--- src/rtl/reorder_buffer_if.sv ---
// rtl/reorder_buffer_if.sv - dispatch, writeback and commit signals between the core and the reorder buffer
interface reorder_buffer_if #(
  parameter int DEPTH = 4
);
  localparam int TAG_W = $clog2(DEPTH);

  logic             flush;
  logic             alloc_valid;
  logic             alloc_has_dest;
  logic [1:0]       alloc_dest;
  logic             alloc_ready;
  logic [TAG_W-1:0] alloc_tag;
  logic             wb_valid;
  logic [TAG_W-1:0] wb_tag;
  logic [7:0]       wb_data;
  logic [1:0]       write_register;
  logic [7:0]       write_data;
  logic             reg_write_enable;
  logic             retire_valid;
  logic [TAG_W:0]   count;

  modport master (
    output flush, alloc_valid, alloc_has_dest, alloc_dest, wb_valid, wb_tag, wb_data,
    input  alloc_ready, alloc_tag, write_register, write_data, reg_write_enable,
           retire_valid, count
  );

  modport slave (
    input  flush, alloc_valid, alloc_has_dest, alloc_dest, wb_valid, wb_tag, wb_data,
    output alloc_ready, alloc_tag, write_register, write_data, reg_write_enable,
           retire_valid, count
  );
endinterface

--- src/rtl/reorder_buffer.sv ---
// rtl/reorder_buffer.sv - in-order commit stage feeding the register file write port
module reorder_buffer #(
  parameter  int DEPTH = 4,
  localparam int TAG_W = $clog2(DEPTH)
) (
  input  logic             clk,
  input  logic             rst,
  reorder_buffer_if.slave  bus
);

  logic [DEPTH-1:0] r_valid;
  logic [DEPTH-1:0] r_done;
  logic [DEPTH-1:0] r_has_dest;
  logic [1:0]       r_dest [DEPTH];
  logic [7:0]       r_data [DEPTH];
  logic [TAG_W-1:0] r_head;
  logic [TAG_W-1:0] r_tail;
  logic [TAG_W:0]   r_count;
  logic             r_retire;
  logic             r_we;
  logic [1:0]       r_wreg;
  logic [7:0]       r_wdata;

  logic             w_alloc_ready;
  logic             w_alloc;
  logic             w_wb;
  logic             w_commit;
  logic [TAG_W:0]   w_count_next;

  // Occupancy comes from the counter, so head==tail is never ambiguous.
  assign w_alloc_ready = (r_count < (TAG_W+1)'(DEPTH));
  assign w_alloc       = bus.alloc_valid && w_alloc_ready;
  assign w_wb          = bus.wb_valid && r_valid[bus.wb_tag] && !r_done[bus.wb_tag];
  assign w_commit      = r_valid[r_head] && r_done[r_head];

  always_comb begin
    w_count_next = r_count;
    if (w_alloc && !w_commit) begin
      w_count_next = r_count + 1'b1;
    end else if (!w_alloc && w_commit) begin
      w_count_next = r_count - 1'b1;
    end
  end

  always_ff @(posedge clk) begin
    if (rst) begin
      r_valid  <= '0;
      r_done   <= '0;
      r_head   <= '0;
      r_tail   <= '0;
      r_count  <= '0;
      r_retire <= 1'b0;
      r_we     <= 1'b0;
      r_wreg   <= '0;
      r_wdata  <= '0;
    end else if (bus.flush) begin
      r_valid  <= '0;
      r_done   <= '0;
      r_head   <= '0;
      r_tail   <= '0;
      r_count  <= '0;
      r_retire <= 1'b0;
      r_we     <= 1'b0;
    end else begin
      // Commit, writeback and allocate always touch distinct entries.
      if (w_commit) begin
        r_valid[r_head] <= 1'b0;
        r_done[r_head]  <= 1'b0;
        r_head          <= r_head + 1'b1;
        r_wreg          <= r_dest[r_head];
        r_wdata         <= r_data[r_head];
      end
      if (w_wb) begin
        r_done[bus.wb_tag] <= 1'b1;
      end
      if (w_alloc) begin
        r_valid[r_tail] <= 1'b1;
        r_done[r_tail]  <= 1'b0;
        r_tail          <= r_tail + 1'b1;
      end
      r_count  <= w_count_next;
      r_retire <= w_commit;
      r_we     <= w_commit && r_has_dest[r_head];
    end
  end

  // Payload fields are qualified by r_valid/r_done and need no reset.
  always_ff @(posedge clk) begin
    if (!rst && !bus.flush) begin
      if (w_alloc) begin
        r_has_dest[r_tail] <= bus.alloc_has_dest;
        r_dest[r_tail]     <= bus.alloc_dest;
      end
      if (w_wb) begin
        r_data[bus.wb_tag] <= bus.wb_data;
      end
    end
  end

  assign bus.alloc_ready      = w_alloc_ready;
  assign bus.alloc_tag        = r_tail;
  assign bus.count            = r_count;
  assign bus.retire_valid     = r_retire;
  assign bus.reg_write_enable = r_we;
  assign bus.write_register   = r_wreg;
  assign bus.write_data       = r_wdata;

endmodule

--- src/flat_wrapper.sv ---
// flat-port wrapper written by rule: the top's interface ports become plain ports
module reorder_buffer_flat 
#(
  parameter  int DEPTH = 4,
  localparam int TAG_W = $clog2(DEPTH)
)
  (clk, rst, bus_flush, bus_alloc_valid, bus_alloc_has_dest, bus_alloc_dest, bus_wb_valid, bus_wb_tag, bus_wb_data, bus_alloc_ready, bus_alloc_tag, bus_write_register, bus_write_data, bus_reg_write_enable, bus_retire_valid, bus_count);
  reorder_buffer_if #(.DEPTH(DEPTH)) bus_i ();
  input  logic clk;
  input  logic rst;
  input wire logic [$bits(bus_i.flush)-1:0] bus_flush;
  input wire logic [$bits(bus_i.alloc_valid)-1:0] bus_alloc_valid;
  input wire logic [$bits(bus_i.alloc_has_dest)-1:0] bus_alloc_has_dest;
  input wire logic [$bits(bus_i.alloc_dest)-1:0] bus_alloc_dest;
  input wire logic [$bits(bus_i.wb_valid)-1:0] bus_wb_valid;
  input wire logic [$bits(bus_i.wb_tag)-1:0] bus_wb_tag;
  input wire logic [$bits(bus_i.wb_data)-1:0] bus_wb_data;
  output wire logic [$bits(bus_i.alloc_ready)-1:0] bus_alloc_ready;
  output wire logic [$bits(bus_i.alloc_tag)-1:0] bus_alloc_tag;
  output wire logic [$bits(bus_i.write_register)-1:0] bus_write_register;
  output wire logic [$bits(bus_i.write_data)-1:0] bus_write_data;
  output wire logic [$bits(bus_i.reg_write_enable)-1:0] bus_reg_write_enable;
  output wire logic [$bits(bus_i.retire_valid)-1:0] bus_retire_valid;
  output wire logic [$bits(bus_i.count)-1:0] bus_count;
  assign bus_i.flush = bus_flush;
  assign bus_i.alloc_valid = bus_alloc_valid;
  assign bus_i.alloc_has_dest = bus_alloc_has_dest;
  assign bus_i.alloc_dest = bus_alloc_dest;
  assign bus_i.wb_valid = bus_wb_valid;
  assign bus_i.wb_tag = bus_wb_tag;
  assign bus_i.wb_data = bus_wb_data;
  assign bus_alloc_ready = bus_i.alloc_ready;
  assign bus_alloc_tag = bus_i.alloc_tag;
  assign bus_write_register = bus_i.write_register;
  assign bus_write_data = bus_i.write_data;
  assign bus_reg_write_enable = bus_i.reg_write_enable;
  assign bus_retire_valid = bus_i.retire_valid;
  assign bus_count = bus_i.count;
  reorder_buffer #(.DEPTH(DEPTH)) u_core (.clk(clk), .rst(rst), .bus(bus_i));
endmodule
--- config.mk ---
export PLATFORM = sky130hd
export DESIGN_NAME = reorder_buffer_flat
export DESIGN_NICKNAME = d
export VERILOG_FILES = /design/src/rtl/reorder_buffer_if.sv /design/src/rtl/reorder_buffer.sv /design/src/flat_wrapper.sv
export SDC_FILE = /design/constraint.sdc
export NUM_CORES = 1
export LEC_CHECK = 0
export ABC_AREA = 0
export BUFFER_PORTS_ARGS = -buffer_cell sky130_fd_sc_hd__buf_4
export CORE_MARGIN = 2
export CORE_UTILIZATION = 51
export CTS_CLUSTER_DIAMETER = 100
export DETAILED_ROUTE_END_ITERATION = 8
export PLACE_DENSITY = 0.73
export SLEW_MARGIN = 20
export SYNTH_ARGS = -nofsm -noshare
export SYNTH_HDL_FRONTEND = slang
export SYNTH_SLANG_ARGS = --single-unit
--- constraint.sdc ---
create_clock -name clk -period 2.51 [get_ports clk]
set_clock_uncertainty 0.2 [all_clocks]
set_input_delay 0.251 -clock clk [delete_from_list [all_inputs] [get_ports clk]]
set_output_delay 0.251 -clock clk [all_outputs]
set_load 0.05 [all_outputs]
# ---- Yosys cells after proc, flatten, opt, wreduce, memory -nomap -nowiden
# Memories as Yosys holds them, arrays and structs flattened. A register that Yosys moved wholly into a read port is not among the register bits.
# Cells that the tools add are included.
dict set report op_classes {
  shifts 0
  n_div 0
  n_eq_ne 0
  n_bitwise 8
  muxes 36
  magnitude_cmp 7
  n_reduce_logical 20
  n_addsub 4
  n_mul 0
}
# operator count
set ops {}
lappend ops {{4-bit two-way mux} 11}
lappend ops {{1-bit two-way mux} 14}
lappend ops {{4-bit bitwise AND} 3}
lappend ops {{1-bit logical AND} 11}
lappend ops {{1-bit binary-select mux with 2-bit select} 5}
lappend ops {{2-bit by 3-bit less-than comparator with 1-bit output, second input constant} 3}
lappend ops {{4-bit NOT} 2}
lappend ops {{4-bit OR} 2}
lappend ops {{1-bit demux with 2-bit select} 3}
lappend ops {{2-bit by 1-bit greater-or-equal comparator with 1-bit output, second input constant} 3}
lappend ops {{3-bit two-way mux} 2}
lappend ops {{1-bit zero test} 5}
lappend ops {{2-bit by 1-bit adder with 2-bit output, second input constant} 2}
lappend ops {{4-bit bitwise mux} 1}
lappend ops {{2-bit AND reduction} 2}
lappend ops {{3-bit by 1-bit adder with 3-bit output, second input constant} 1}
lappend ops {{3-bit less-than comparator, second input constant} 1}
lappend ops {{3-bit by 1-bit subtractor with 3-bit output, second input constant} 1}
lappend ops {{2-bit nonzero test} 1}
lappend ops {{2-bit OR reduction} 1}
lappend ops {{1-bit NOT} 1}
dict set report word_totals {
  memories 2
  inputBits 18
  elab_cells 85
  ramBits 40
  romBits 0
  ff_bits 21
  latch_bits 0
  out_inout_bits 18
}
# name depth word_bits rd rd_clocked_by_memory_dff wr line_no
set mem_list {}
lappend mem_list {u_core.r_data 4 8 1 1 1 reorder_buffer.sv:15} ;# logic [7:0] r_data [DEPTH];
lappend mem_list {u_core.r_dest 4 2 1 1 1 reorder_buffer.sv:14} ;# logic [1:0] r_dest [DEPTH];

# ---- Longest topological paths before layout
# Gate-level depths: netlist of the first run.
dict set report logic_depth {
  depth_word 15
  depth_mapped 11
}

# ---- Least setup slack after synthesis of the first run
# OpenSTA, ideal clock, no wires.
dict set report synth_timing {
  path_kind {register -> register}
  startpoint {register u_core.r_head[1]}
  endpoint {register u_core.r_count[2], in the netlist u_core.bus.count[2]}
  t_arrival_ns 2.399
  required_time_ns 2.239
  stages_incl_launch_ff 11
  n_path_buf 1
  synth_period_minus_slack_ns 2.670
  slack_ns -0.160
  cell_sequence {dfxtp_1 inv_2 mux4_2 clkinv_2 buf_6 ha_1 inv_1 fa_1 xor2_1 or3_1 a21oi_1}
}
dict set report synth_between {
  elab_chain_len 6
}
# item line_no
set synth_lines {}
lappend synth_lines {{start: declaration} reorder_buffer.sv:16} ;# logic [TAG_W-1:0] r_head;
lappend synth_lines {{start signal: assignment} reorder_buffer.sv:69} ;# r_head <= r_head + 1'b1;
lappend synth_lines {{1-bit binary-select mux with 2-bit select} reorder_buffer.sv:34} ;# assign w_commit = r_valid[r_head] && r_done[r_head];
lappend synth_lines {{1-bit two-way mux (implied by the code)} reorder_buffer.sv:34}
lappend synth_lines {{1-bit logical AND *} reorder_buffer.sv:34}
lappend synth_lines {{1-bit zero test} reorder_buffer.sv:38} ;# if (w_alloc && !w_commit) begin
lappend synth_lines {{1-bit logical AND} reorder_buffer.sv:38}
lappend synth_lines {{3-bit two-way mux or 2-bit nonzero test (tied branches)} -}
lappend synth_lines {{end signal: assignment} reorder_buffer.sv:81} ;# r_count <= w_count_next;
lappend synth_lines {{end: declaration} reorder_buffer.sv:18} ;# logic [TAG_W:0] r_count;
# Mark *: on every way between the ends. The rest lies on a longest branch, timed or not. The select of a mux whose other input is x is not followed.
# A chain may end at the register's enable or synchronous reset.

# ---- Final worst setup path of the first run
dict set report layout_timing {
  startpoint {register u_core.r_valid[0]}
  endpoint {register u_core.r_count[2], in the netlist u_core.bus.count[2]}
}
dict set report layout_between {
  elab_chain_len 6
}
# item line_no
set layout_lines {}
lappend layout_lines {{start: declaration} reorder_buffer.sv:11} ;# logic [DEPTH-1:0] r_valid;
lappend layout_lines {{start signal: assignment} reorder_buffer.sv:47} ;# r_valid <= '0;
lappend layout_lines {{start signal: assignment} reorder_buffer.sv:57} ;# r_valid <= '0;
lappend layout_lines {{start signal: indexed assignment} reorder_buffer.sv:67} ;# r_valid[r_head] <= 1'b0;
lappend layout_lines {{1-bit binary-select mux with 2-bit select *} reorder_buffer.sv:34}
lappend layout_lines {{1-bit two-way mux (implied by the code) *} reorder_buffer.sv:34}
lappend layout_lines {{1-bit logical AND *} reorder_buffer.sv:34}
lappend layout_lines {{1-bit zero test} reorder_buffer.sv:38}
lappend layout_lines {{1-bit logical AND} reorder_buffer.sv:38}
lappend layout_lines {{3-bit two-way mux or 2-bit nonzero test (tied branches)} -}
# Marks and branches as above.

==> results.py, run 1 <==
metrics = {
    "cells_and_area": {
        "diodes": 0,
        "final_common_cell": "buf_4",
        "layout-drive-gt1-share": 0.317,
        "layout_common_cells": "47 x buf_4, 44 x edfxtp_1, 23 x a21oi_1",
        "area_growth_pct": 27.0,
        "layout.nets": 301,
        "final_cells": 350,
        "finalInstanceArea_sq_um": 3700,
    },
    "floorplanning": {
        "die_y_um": 79.6,
        "die_w_um": 79.6,
        "fp.coreArea_sq_um": 5510,
        "rows": 27,
        "io_pins": 36,
        "initial_core_util": 0.529,
        "dieArea_sq_um": 6340,
    },
    "setup_path": {
        "cpPeakStageDelay_ns": 0.52,
        "endpoint_kind": "register",
        "arrival_ns": 2.53,
        "start_kind": "register",
        "crit_start": "u_core.r_valid[0]",
        "worstPathCellList": "and2_0 -> mux4_2 -> clkinv_4 -> ha_4 -> inv_1 -> fa_2 -> xor2_1 -> or3_1 -> a21oi_1",
        "crit_path_top_delay_cell": "mux4_2",
        "required_ns": 2.58,
        "r2r_start": "u_core.r_valid[0]",
        "crit_fanout": 4,
        "crit_type": "register to register",
    },
    "global_route": {
        "use_met3": 0.0543,
        "grt_use_met1": 0.261,
        "grt_pass1_wl_mm": 9.24,
        "grt-busiest-layer": "met2",
        "grt_pass1_vias": 1892,
        "antenna_found_initial": 0,
        "grt_usage": 0.204,
        "gr-total-overflow": 0,
        "grtUsageMet2": 0.323,
        "grt_max_degree": 24,
    },
    "sta": {
        "maxSlewViolCount": 0,
        "slew-limit-headroom": 0.760,
        "rsz0062_at_grt": "true",
        "worst_pin_slew_ns": 0.359,
        "hold_viol_final": 0,
        "clock.fmax_mhz": 408,
        "setup_viol": 0,
        "period_minus_slack_ns": 2.45,
        "fin_crit_sh": 0.977,
        "holdWs_ns": 0.0559,
    },
    "cts": {
        "cts_tree": "yes",
        "clk_latency_ns": 0.34,
        "cts_inserted_buffers": 9,
        "clockRootBuffer": "clkbuf_8",
        "cts.clk_slew.worst_paths_ns": 0.08,
        "clk_path_buf_depth": 2,
        "cts_max_level": 3,
        "cts.sinks": 71,
    },
    "synth": {
        "synth_top_area_frac": 0.453,
        "synth_top_area_cell": "edfxtp_1",
        "syn_inst": 214,
        "ys_seq_elements": 71,
        "seq_area_frac_synth": 0.639,
        "syn_avg_cell_area_sq_um": 13.6,
        "syn_nets": 242,
        "yosysWarnings": 0,
        "syn_area_sq_um": 2920,
        "async_flop_share": 0,
        "synth_cell_types": 30,
        "synth_edf_count": 44,
        "ys.flop_type": "edfxtp_1",
        "yosys-top-cells-area": "edfxtp_1 45%, dfxtp_1 19%, mux4_2 10%, a21oi_1 3.9%, ha_1 3.9%",
    },
    "placement": {
        "gp_congestion": 0.844,
        "place_inst": 321,
        "dpl-instance-area_sq_um": 3340,
        "io_buffers": 35,
        "post-dp-hpwl_mm": 3.71,
    },
    "route": {
        "avgViaCountPerCell": 5.33,
        "drc": 0,
        "drtIter0Drc": 102,
        "routed_wirelength_mm": 5.70,
        "routedWlPerCell_um": 16.3,
        "vias": 1867,
        "dr.pass1.iters": 4,
        "postRouteAntennaNets": 0,
    },
    "power": {
        "powerDensity_nw_per_um2": 649,
        "total_power_mw": 2.40,
        "leakage_nw": 1.32,
        "ir_drop_v": 0.000447,
    },
    "hold_path": {
        "hp-class": "input port to register",
        "hold_path.startpoint": "bus_flush",
    },
    "outcome": {
        "status": "complete, no violations",
    },
    "job": {
        "cap_viol_max_count": 0,
    },
}
[layout make-up]
type	instances	area, sq um
clock buffer	11	153
clock inverter	5	78.8
fill	420	1800
inverter	11	48.8
multi-input combinational	121	988
sequential	71	1870
tap	72	90.1
timing repair buffer	59	473
[critical path, delay by kind of cell (launching register included)]
| family | cells | cell delay, ns |
|---|---|---|
| buffers and inverters | 2 | 0.13 |
| AND/OR/NAND/NOR | 2 | 0.46 |
| adder cells (fa/ha/maj) | 2 | 0.45 |
| flip-flops | 1 | 0.34 |
| AO/OA/AOI/OAI | 1 | 0.14 |
| multiplexers | 1 | 0.52 |
| XOR/XNOR | 1 | 0.15 |
[metrics by stage]
step / utilization / setup WS (ns) / setup TNS, ns
after floorplan: - / -0.00153 / -0.00153
after global placement: 0.606 / 0.146 / 0
after detailed placement: 0.606 / 0.0809 / 0
after CTS: 0.670 / 0.0707 / 0
after global routing: 0.672 / -0.0340 / -0.0340
final: 0.672 / 0.0581 / 0
[routing by layer]
metal  up-vias  part of all wire
met3         6             0.052
met2        53              0.50
li1        904                 -
met5         -                 0
met4         0             0.014
met1       904              0.44
[synth_stat cells, types with 2 or more instances]
library cell,n
nor2_1,11
buf_2,3
xor2_1,2
a21oi_1,23
dfxtp_1,27
nor3_1,3
nor4b_1,2
o21ai_1,9
clkbuf_1,7
o21ai_0,7
nand2_1,14
nand3b_1,11
mux4_2,13
and2_1,4
edfxtp_1,44
inv_1,9
ha_1,9
o21a_1,4
[flip-flops by register name, indices dropped and copies added (netlist names)]
| name | count |
|---|---|
| u_core.bus.alloc_tag | 2 |
| u_core.bus.count | 3 |
| u_core.bus.reg_write_enable | 1 |
| u_core.bus.retire_valid | 1 |
| u_core.bus.write_data | 8 |
| u_core.bus.write_register | 2 |
| u_core.r_data | 32 |
| u_core.r_dest | 8 |
| u_core.r_done | 4 |
| u_core.r_has_dest | 4 |
| u_core.r_head | 2 |
| u_core.r_valid | 4 |
[where the power goes]
part           total [mW]  internal [mW]  switching, mW
logic               0.124         0.0584         0.0656
clock network        1.03          0.618          0.412
registers            1.25           1.24        0.00659
[path summary, 6_finish.rpt]
path | slack [ns] | endpoint | depth (start not counted)
max | 0.06 | u_core.bus.count[2] | 9
min | 0.06 | u_core.bus.retire_valid | 2
max reg2reg | 0.06 | u_core.bus.count[2] | 9
min reg2reg | 0.27 | u_core.bus.write_data[5] | 2
[cell families after synthesis]
kind of cell | count (synthesis) | synth area share
AO/OA/AOI/OAI | 44 | 0.0798
multiplexers | 14 | 0.104
XOR/XNOR | 3 | 0.00901
buffers and inverters | 22 | 0.0326
adder cells (fa/ha/maj) | 10 | 0.0455
flip-flops | 71 | 0.639
AND/OR/NAND/NOR | 50 | 0.0906
[timing repair]
action / 4_1_cts / 5_1_grt
endpoints found under the setup margin: 0 / 1
hold buffers: 12 / 0
setup buffers: 0 / 1
gates resized for setup: 0 / 5
hold endpoints to repair: 55 / 0
(Power assumes the default switching activity.)
==> run 2, diff against run 1 <==
--- a/config.mk
+++ b/config.mk
@@ -11,7 +11,7 @@
 export CORE_UTILIZATION = 51
 export CTS_CLUSTER_DIAMETER = 100
 export DETAILED_ROUTE_END_ITERATION = 8
-export PLACE_DENSITY = 0.73
+export PLACE_DENSITY = 0.74
 export SLEW_MARGIN = 20
 export SYNTH_ARGS = -nofsm -noshare
 export SYNTH_HDL_FRONTEND = slang
==> run 2 against run 1 <==
  * Critical path depth unchanged
  * Setup slack improved by 0.034 ns
  * Flip-flop and latch count did not move
  * Core utilization shrank 0.61 points
  * Largest power group unchanged
  * Critical path type unchanged
  * Non-clock buffer count is 1 lower
==> results.py, run 2 (synthesized netlist as in run 1, its figures left out) <==
metrics = {
    "sta": {
        "setup_tns_ns": 0,
        "fin_crit_sh": 0.963,
        "hold_viol_final": 0,
        "rsz0062_at_grt": "false",
        "worst_pin_slew_ns": 0.359,
        "slew-limit-headroom": 0.760,
        "holdWs_ns": 0.0547,
        "clock.fmax_mhz": 414,
        "maxSlewViolCount": 0,
        "period_minus_slack_ns": 2.42,
        "setup_viol": 0,
    },
    "cts": {
        "cts_tree": "yes",
        "cts_max_level": 3,
        "clk_latency_ns": 0.34,
        "post_cts_buffers": 0,
        "clk_path_buf_depth": 2,
        "clockRootBuffer": "clkbuf_8",
        "cts.sinks": 71,
        "cts.clk_slew.worst_paths_ns": 0.07,
        "cts_inserted_buffers": 9,
    },
    "setup_path": {
        "endpoint_kind": "register",
        "required_ns": 2.58,
        "r2r_start": "u_core.r_valid[0]",
        "crit_fanout": 5,
        "crit_type": "register to register",
        "start_kind": "register",
        "rrSetupSlack_ns": 0.09,
        "arrival_ns": 2.49,
        "r2r_cells": 9,
        "worstReg2RegEnd": "u_core.bus.count[2]",
    },
    "power": {
        "swShare": 0.208,
        "ir_drop_v": 0.000320,
        "internal-power_mw": 1.81,
        "powerDensity_nw_per_um2": 622,
        "p_sw_uw": 475,
        "p_seq_frac": 0.547,
        "leakage_nw": 1.30,
        "combPwrFrac": 0.054,
        "clock_power_share": 0.398,
    },
    "outcome": {
        "status": "complete, no violations",
    },
    "route": {
        "drtIter0Drc": 112,
        "vias": 1827,
        "avgViaCountPerCell": 5.23,
        "dr.pass1.iters": 4,
        "routedWlPerCell_um": 15.5,
        "routed_wirelength_mm": 5.42,
        "postRouteAntennaNets": 0,
        "drc": 0,
    },
    "cells_and_area": {
        "layout-drive-gt1-share": 0.321,
        "diodes": 0,
        "layout_common_cells": "46 x buf_4, 44 x edfxtp_1, 22 x a21oi_1, 22 x dfxtp_1, 14 x nand2_1",
        "regMostFlops": "u_core.r_data",
        "largest_reg_flops": 32,
        "fin_util": 0.666,
        "area_growth_pct": 25.8,
        "layout.nets": 300,
        "final_common_cell": "buf_4",
    },
    "floorplanning": {
        "io_pins": 36,
        "initial_core_util": 0.529,
        "rows": 27,
        "fp.coreArea_sq_um": 5510,
        "dieArea_sq_um": 6340,
        "die_y_um": 79.6,
        "die_w_um": 79.6,
    },
    "hold_path": {
        "hp-class": "input port to register",
        "min_path_cells": 2,
        "holdPathEnd": "u_core.bus.retire_valid",
        "hold_path.startpoint": "bus_flush",
    },
    "global_route": {
        "grt_pass1_vias": 1827,
        "grt_max_degree": 24,
        "grt_pass1_wl_mm": 8.94,
        "gr-total-overflow": 0,
        "antenna_found_initial": 0,
        "grt_usage": 0.195,
    },
    "placement": {
        "io_buffers": 35,
        "post-dp-hpwl_mm": 3.66,
        "gp_congestion": 0.845,
    },
    "job": {
        "cap_viol_max_count": 0,
    },
}
## run 2: timing repair
action,in CTS,in global routing
resized for setup,0,8
endpoints found under the setup margin,0,1
hold buffers,12,0
hold endpoints to repair,54,0
## run 2: final cells by class
type	count	area (sq um)
sequential	71	1870
clock buffer	12	155
tap	72	90.1
fill	418	1840
timing repair buffer	58	465
multi-input combinational	121	995
inverter	11	48.8
clock inverter	4	43.8
## run 2: worst max path at each step
stage	slack [ns]	cells after the start	to	startpoint
6_report	0.09	9	u_core.bus.count[2]	u_core.r_valid[0]
5_1_grt	0.004	9	u_core.bus.count[2]	u_core.r_valid[0]
4_1_cts	0.06	9	u_core.bus.count[2]	u_core.r_valid[0]
3_5_place_dp	0.07	9	u_core.bus.count[2]	u_core.r_valid[0]
3_3_place_gp	0.14	9	u_core.bus.count[2]	u_core.r_valid[0]
2_1_floorplan	-0.002	10	u_core.bus.count[2]	u_core.r_head[1]
## run 2: per-stage QoR
step                setup WS [ns]  instance area [sq um]  power, mW  cells
floorplan                -0.00153                   2940       1.33    214
global placement            0.145                   3340       1.38    321
detailed placement         0.0717                   3340       1.38    321
CTS                        0.0636                   3650       2.29    349
global route              0.00369                   3670       2.35    349
finish                     0.0922                   3670       2.28    349
## run 2: critical path, cell delays in order, from the launching register on
cell      delay, ns
dfxtp_2        0.34
and2_0         0.14
mux4_2         0.52
clkinv_4       0.08
ha_4           0.13
inv_2          0.04
fa_2           0.33
xor2_1         0.15
or3_1          0.32
a21oi_2        0.11
## run 2: power groups by stage
stage                     Clock, mW  Combinational (mW)  Sequential (mW)
final                         0.909               0.124             1.25
after global routing          0.969               0.135             1.25
after CTS                     0.921               0.124             1.25
after detailed placement          0               0.109             1.28
after global placement            0               0.105             1.27
after floorplan                   0              0.0451             1.29
## run 2: per-layer routing
metal  wire length [um]  track usage  share of wire  vias up
li1                   -            -              -      902
met1               2490        0.261           0.46      870
met2               2510        0.293           0.46       45
met3                304       0.0554          0.056       10
met4                112       0.0931          0.021        0
met5                  0            0              0        -
